**config.mk**
```make
export PLATFORM = sky130hd
export DESIGN_NAME = hazard_controller
export DESIGN_NICKNAME = d
export VERILOG_FILES = /design/src/rtl/hazard_controller.sv
export SDC_FILE = /design/constraint.sdc
export NUM_CORES = 1
export LEC_CHECK = 0
export ABC_CLOCK_PERIOD_IN_PS = 1700
export CORE_MARGIN = 5
export CORE_UTILIZATION = 27
export DETAILED_ROUTE_END_ITERATION = 16
export PLACE_DENSITY_LB_ADDON = 0.08
export SYNTH_ARGS = -nofsm -noshare
export SYNTH_HDL_FRONTEND = slang
export SYNTH_SLANG_ARGS = --single-unit
```
**constraint.sdc**
```tcl
create_clock -name clk -period 1.7 [get_ports clk]
set_input_delay 0.34 -clock clk [delete_from_list [all_inputs] [get_ports clk]]
set_output_delay 0.34 -clock clk [all_outputs]
set_load 0.005 [all_outputs]
```
**src/rtl/hazard_controller.sv**
```systemverilog
// Stall/flush sequencing, E-stage operand forwarding and dmem wait FSM for the 5-stage pipeline.
// Optional performance counters are enabled by defining HAZARD_PERF_EN.
module hazard_controller #(
    parameter int REG_ID_W    = 5,
    parameter int MEM_TIMEOUT = 15,
    parameter int CNT_W       = 32
) (
    input  logic                clk,
    input  logic                reset,
    input  logic [REG_ID_W-1:0] rs_D,
    input  logic [REG_ID_W-1:0] rt_D,
    input  logic [REG_ID_W-1:0] rs_E,
    input  logic [REG_ID_W-1:0] rt_E,
    input  logic [REG_ID_W-1:0] reg_id_E,
    input  logic [REG_ID_W-1:0] reg_id_M,
    input  logic [REG_ID_W-1:0] reg_id_W,
    input  logic                reg_write_E,
    input  logic                reg_write_M,
    input  logic                reg_write_W,
    input  logic                mem_to_reg_E,
    input  logic                mem_to_reg_M,
    input  logic                pc_src_M,
    input  logic                dmem_req_M,
    input  logic                dmem_ready,
    output logic                stall_F,
    output logic                stall_D,
    output logic                stall_E,
    output logic                stall_M,
    output logic                flush_D,
    output logic                flush_E,
    output logic                flush_M,
    output logic                flush_W,
    output logic [1:0]          fwdA_E,
    output logic [1:0]          fwdB_E,
    output logic                mem_wait,
    output logic                mem_err,
    output logic [CNT_W-1:0]    stall_cnt,
    output logic [CNT_W-1:0]    flush_cnt
);

    localparam int WCNT_W = (MEM_TIMEOUT < 1) ? 1 : $clog2(MEM_TIMEOUT + 1);
    localparam logic [WCNT_W-1:0] TIMEOUT_V = WCNT_W'(MEM_TIMEOUT);
    localparam logic [REG_ID_W-1:0] REG_ZERO = '0;

    typedef enum logic {
        S_RUN,
        S_WAIT
    } state_t;

    state_t              state_q, state_d;
    logic [WCNT_W-1:0]   wcnt_q, wcnt_d;
    logic                mem_err_q, mem_err_d;
    logic                load_use;
    logic                timeout_hit;
    logic                in_wait;

    // M result wins over W; a load in M has no data yet, so it never forwards.
    function automatic logic [1:0] fwd_sel(input logic [REG_ID_W-1:0] src);
        logic [1:0] sel;
        sel = 2'b00;
        if (reg_write_M && (reg_id_M != REG_ZERO) && (reg_id_M == src) && !mem_to_reg_M)
            sel = 2'b10;
        else if (reg_write_W && (reg_id_W != REG_ZERO) && (reg_id_W == src))
            sel = 2'b01;
        return sel;
    endfunction

    always_comb begin
        state_d     = state_q;
        wcnt_d      = wcnt_q;
        mem_err_d   = mem_err_q;
        in_wait     = 1'b0;
        timeout_hit = (state_q == S_WAIT) && (wcnt_q == TIMEOUT_V);
        load_use    = mem_to_reg_E && reg_write_E && (reg_id_E != REG_ZERO) &&
                      ((reg_id_E == rs_D) || (reg_id_E == rt_D));

        case (state_q)
            S_RUN: begin
                wcnt_d = '0;
                if (dmem_req_M && !dmem_ready) begin
                    state_d = S_WAIT;
                    in_wait = 1'b1;
                end
            end
            S_WAIT: begin
                if (dmem_ready) begin
                    state_d = S_RUN;
                    wcnt_d  = '0;
                end else if (timeout_hit) begin
                    // Forced release: the access is treated as complete this cycle.
                    state_d   = S_RUN;
                    wcnt_d    = '0;
                    mem_err_d = 1'b1;
                end else begin
                    wcnt_d  = wcnt_q + 1'b1;
                    in_wait = 1'b1;
                end
            end
            default: begin
                state_d = S_RUN;
                wcnt_d  = '0;
            end
        endcase
    end

    always_comb begin
        stall_F  = 1'b0;
        stall_D  = 1'b0;
        stall_E  = 1'b0;
        stall_M  = 1'b0;
        flush_D  = 1'b0;
        flush_E  = 1'b0;
        flush_M  = 1'b0;
        flush_W  = 1'b0;
        mem_wait = 1'b0;
        fwdA_E   = 2'b00;
        fwdB_E   = 2'b00;
        mem_err  = mem_err_q && !reset;

        if (reset) begin
            flush_D = 1'b1;
            flush_E = 1'b1;
            flush_M = 1'b1;
            flush_W = 1'b1;
        end else begin
            fwdA_E = fwd_sel(rs_E);
            fwdB_E = fwd_sel(rt_E);
            if (in_wait) begin
                stall_F  = 1'b1;
                stall_D  = 1'b1;
                stall_E  = 1'b1;
                stall_M  = 1'b1;
                flush_W  = 1'b1;
                mem_wait = 1'b1;
            end else if (pc_src_M) begin
                flush_D = 1'b1;
                flush_E = 1'b1;
                flush_M = 1'b1;
            end else if (load_use) begin
                stall_F = 1'b1;
                stall_D = 1'b1;
                flush_E = 1'b1;
            end
        end
    end

    always_ff @(posedge clk) begin
        if (reset) begin
            state_q   <= S_RUN;
            wcnt_q    <= '0;
            mem_err_q <= 1'b0;
        end else begin
            state_q   <= state_d;
            wcnt_q    <= wcnt_d;
            mem_err_q <= mem_err_d;
        end
    end

`ifdef HAZARD_PERF_EN
    logic [CNT_W-1:0] stall_cnt_q, stall_cnt_d;
    logic [CNT_W-1:0] flush_cnt_q, flush_cnt_d;

    always_comb begin
        stall_cnt_d = stall_cnt_q;
        flush_cnt_d = flush_cnt_q;
        if ((stall_F || stall_D || stall_E || stall_M) && !(&stall_cnt_q))
            stall_cnt_d = stall_cnt_q + 1'b1;
        if ((flush_D || flush_E || flush_M) && !(&flush_cnt_q))
            flush_cnt_d = flush_cnt_q + 1'b1;
    end

    always_ff @(posedge clk) begin
        if (reset) begin
            stall_cnt_q <= '0;
            flush_cnt_q <= '0;
        end else begin
            stall_cnt_q <= stall_cnt_d;
            flush_cnt_q <= flush_cnt_d;
        end
    end

    assign stall_cnt = stall_cnt_q;
    assign flush_cnt = flush_cnt_q;
`else
    assign stall_cnt = '0;
    assign flush_cnt = '0;
`endif

endmodule

```
## Yosys cells after proc, flatten, opt, wreduce, memory -nomap -nowiden

Cells that the tools add are included.

| operators by class | value |
|---|---|
| multiplexer cells | 26 |
| equal/unequal tests | 7 |
| reduce and logical (&&, ||, !) cells | 22 |
| add/subtract/negate cells | 1 |
| bitwise gates (word level) | 2 |

Operators by type and width:

| cell | count |
|---|---|
| $eq A5 B5 Y1 | 6 |
| $mux W1 | 18 |
| $reduce_bool A5 Y1 | 3 |
| $logic_and A1 B1 Y1 | 14 |
| $mux W2 | 4 |
| $mux W4 | 2 |
| $pmux W4 S2 | 1 |
| $add A4 B1 Y4 const B | 1 |
| $eq A4 B4 Y1 const B | 1 |
| $logic_not A1 Y1 | 3 |
| $reduce_and A3 Y1 | 1 |
| $not A1 Y1 | 2 |
| $pmux W1 S2 | 1 |
| $logic_or A1 B1 Y1 | 1 |

| storage, ports and cells | value |
|---|---|
| input port bits | 45 |
| register bits | 6 |

## Longest topological paths before layout

| logic depth | value |
|---|---|
| word-level depth | 7 |
| gate-level depth with buffers | 5 |

## Worst setup path before layout

Ideal clock, no wire load.

| path | value |
|---|---|
| path type | input port to output port |
| start point | input reg_id_M[1] |
| end point | output fwdA_E[0] |
| data arrival time | 1.362 ns |
| cell stages on the path | 4 |
| required time | 1.360 ns |
| path slack | -0.002 ns |
| buffers on the path | 0 |
| path through | or4_1 > o21ai_2 > nor4_1 > nor4_2 |

| between the ends | value |
|---|---|
| word-level cells in the longest chain between the ends | 6 |
| elaborated cells on any way between the ends | 7 |
| classes of those cells | eq/ne (1); mux (2); reduce/logical (4) |

Ends and longest elaborated chain:

| item | RTL line | text |
|---|---|---|
| start: declaration | 15 | `input logic [REG_ID_W-1:0] reg_id_M,` |
| $reduce_bool A5 Y1 | 61 | `if (reg_write_M && (reg_id_M != REG_ZERO) && (reg_id_M == src) && !mem_to_reg_M)` |
| $logic_and A1 B1 Y1 | 61 |  |
| $logic_and A1 B1 Y1 * (2 in a row) | 61 |  |
| $mux W2 * | 61 |  |
| $mux W2 * | 120 | `if (reset) begin` |
| end: declaration | 33 | `output logic [1:0] fwdA_E,` |

Every way passes the cells marked *; elsewhere a longest branch is shown, timed or not.

## Worst setup path in the final report

| path | value |
|---|---|
| start point | input reg_id_M[2] |
| end point | output fwdA_E[0] |

The elaborated chain is that of the path after synthesis.

==> impl_results.md <==
* Outcome: finished, violations left
* Failing checks: setup timing
* R2R Path Start: wcnt_q[0]
* Number of setup violations in the final report at 11
* Via count at 1111
* Setup TNS at -1.757 ns
* Final Skew at 0.002135 ns
* Fin crit period at 2.008 ns
* Ant diodes at 0
* Placed Instance Area at 1757 µm²
* Starting Density at 0.2776
* Clock latency on the worst-skew pair at 0.22 ns
* CP max stage delay at 0.53 ns
* H-tree level count at 1
* Cells after DPL at 282
* First DRT Iteration DRCs at 18
* #FFs+latches synth at 6
* # DRC at 0
* Worst IR Drop VDD at 129.4 µV
* PortBufs at 58
* R2R Path End: state_q
* Root Buffer: clkbuf_8
* Data required time at the worst endpoint at 1.36 ns
* Worst hold slack at 0.5096 ns
* Initial antenna violation count at 0
* Leak Pwr at 1.005 nW
* CTS tree: built
* CP Max Fanout at 2
* Final wirelength at 3.598 mm
* CP Capture Point: fwdA_E[0]
* Total CTS buffers at 3
* Crit path arrival time at 1.67 ns
* Fin crit share at 1.181
* Post-DR vias/cell at 3.716
* Hold WC Path Type: primary input to flip-flop
* Mapped Cells at 154
* Most used routing layer in global routing: met2
* Post-synth ARST share at 0
* Post-Layout Cell Count at 299
* Post-CTS Hold Fix Bufs at 0
* Critical path cell sequence: buf_6 -> or4_4 -> o21ai_4 -> buf_6 -> nor4_4 -> nor4_4 -> buf_2
* First-pass GRT wire length at 5.754 mm
* Final Instance Area at 2013 µm²
* Clk slew on worst S/H paths at 0.04 ns
* Final core occ at 0.4624
* Number of I/O pins at 123
* Post-synth top flop: dfxtp_1
* Met2 usage at 0.2351
* Syn Area/Cell at 7.848 µm²
* HPWL after DPL at 3.006 mm
* Avg WL per Cell at 12.03 µm
* FF-to-FF path depth at 7
* Largest net degree at the start of global routing at 11
* Final ANT Viol Nets at 0
* Worst setup startpoint: reg_id_M[2]
* Sequential area share after synthesis at 0.09938
* TritonRoute pass-1 iters at 3
* Vias in the first global route at 1268
* Die ar. at 5914 µm²
* CP endpoint kind: output pin
* Global Route met3 Usage at 0.03162
* RD Place Congestion at 0.7808
* Maximum buffer depth of the clock tree at 2
* Die Ht at 76.91 µm
* GRT Overall Usage at 0.1176
* Crit path max-delay cell type: or4_4
* Area Growth Syn to Fin at 66.56%
* M1 GR Usage at 0.1135
* Synth warn at 0
* Reg-to-reg slack, setup at 0.47 ns
* CORE AREA at 4354 µm²
* Max Cap Viol at 0
* Library cells used by synthesis at 26
* Final worst setup slack at -0.3075 ns
* Layout net count at 295
* Layout cells sized above 1 at 0.4170
* Number of synthesized flops with an enable pin at 0
* Synthesized cell area at 1209 µm²
* Final number of hold-violating endpoints at 0
* Crit path kind: primary input to output pin
* RSZ-0062 raised after global routing: yes
* Row count at 24
* Clk sinks at 6
* Peak Freq at 498.1 MHz
* Slew Viols, Final at 0
* Die W at 76.91 µm
* Startpoint types: primary input
* Grt ovf at 0
* WHS Path Cells at 3
* PD cells at 364.3 nW/µm²
-- synth_stat cells, types with 2 or more instances --
master	count	share of area
buf_4	68	0.42
xor2_1	25	0.18
nor2_1	8	0.025
xnor2_1	7	0.051
dfxtp_1	6	0.099
nor2b_1	5	0.026
or4_1	5	0.031
nand3_1	4	0.017
nand2b_1	3	0.016
inv_1	2	0.0062
nor3_1	2	0.0083
nor4_1	2	0.010
nor4_2	2	0.021
o211ai_1	2	0.012
o21bai_1	2	0.012
-- flip-flops by register name, summed over array words and instances, names as in the netlist --
register   count
mem_err_q      1
state_q        1
wcnt_q         4
-- cell families (layout without fill, tap and decap cells) --
group	after synthesis	in the layout	synth area share
buffers and inverters	71	101	0.4317
AND/OR/NAND/NOR	34	34	0.1698
XOR/XNOR	32	32	0.2319
AO/OA/AOI/OAI	9	9	0.05383
flip-flops	6	6	0.09938
adder cells (fa/ha/maj)	1	1	0.01035
other	1	64	0.003103
-- area by class of cell --
type	instances	area, µm²
fill	460	2341
inverter	2	7.507
tap	52	65.06
clock buffer	3	41.29
sequential	6	122.6
timing repair buffer	96	795.8
multi-input combinational	140	980.9
-- cell usage in the layout, fill, tap and decap left out, drive strengths merged --
| cell | instances |
|---|---|
| nand3b | 1 |
| xor2 | 25 |
| nand2b | 3 |
| clkdlybuf4s50 | 10 |
| a21o | 1 |
| nor2 | 8 |
| conb | 64 |
| ha | 1 |
| buf | 60 |
| nor3 | 2 |
| inv | 2 |
| o211ai | 2 |
| nand4 | 1 |
| clkbuf | 12 |
| nor2b | 5 |
| dlygate4sd2 | 13 |
| clkdlybuf4s15 | 4 |
| xnor2 | 7 |
| nor4 | 4 |
| nand3 | 4 |
| o21bai | 2 |
| dfxtp | 6 |
| or4 | 5 |
| o21ai | 2 |
| a22oi | 1 |
| or3 | 1 |
| o22ai | 1 |
-- routing by layer --
metal  share of wire  wire, µm
met1            0.34      1237
met2            0.56      2005
met3           0.086       309
met4           0.013        45
met5               0         0
-- worst min path at each step --
stage | startpoint | to | slack [ns]
4_1_cts | state_q | wcnt_q[2] | 0.54
2_1_floorplan | wcnt_q[0] | wcnt_q[0] | 0.42
3_3_place_gp | wcnt_q[0] | wcnt_q[0] | 0.50
6_report | reset | state_q | 0.51
5_1_grt | reset | state_q | 0.53
3_5_place_dp | state_q | wcnt_q[2] | 0.53
-- critical path: cells and delay by family --
family / cells / cell delay, ns
AOI/OAI and AO/OA: 1 / 0.16
buffers and inverters: 3 / 0.37
and+or+nand+nor: 3 / 0.79
-- through the flow --
step                      total power [mW]  worst slack [ns]
after global placement              0.4575            -1.128
after floorplan                     0.3718        -0.0003709
after CTS                           0.7267           -0.3772
after global routing                0.7868           -0.3585
after detailed placement            0.4612            -1.138
final                               0.7333           -0.3075
-- power breakdown --
part           leakage [nW]  internal (mW)  switching (mW)
combinational         0.934          0.200           0.171
clock                0.0216          0.152          0.0650
sequential           0.0495          0.143         0.00130
-- repair_timing --
| item | in CTS | in global routing |
|---|---|---|
| endpoints found under the setup margin | 14 | 13 |
| buffers inserted | 12 | 4 |
| cloned | 0 | 0 |
| pin swaps | 27 | 19 |
| hold endpoints to repair | 0 | 0 |
| gates resized for setup | 163 | 33 |
(Power assumes the default switching activity.)
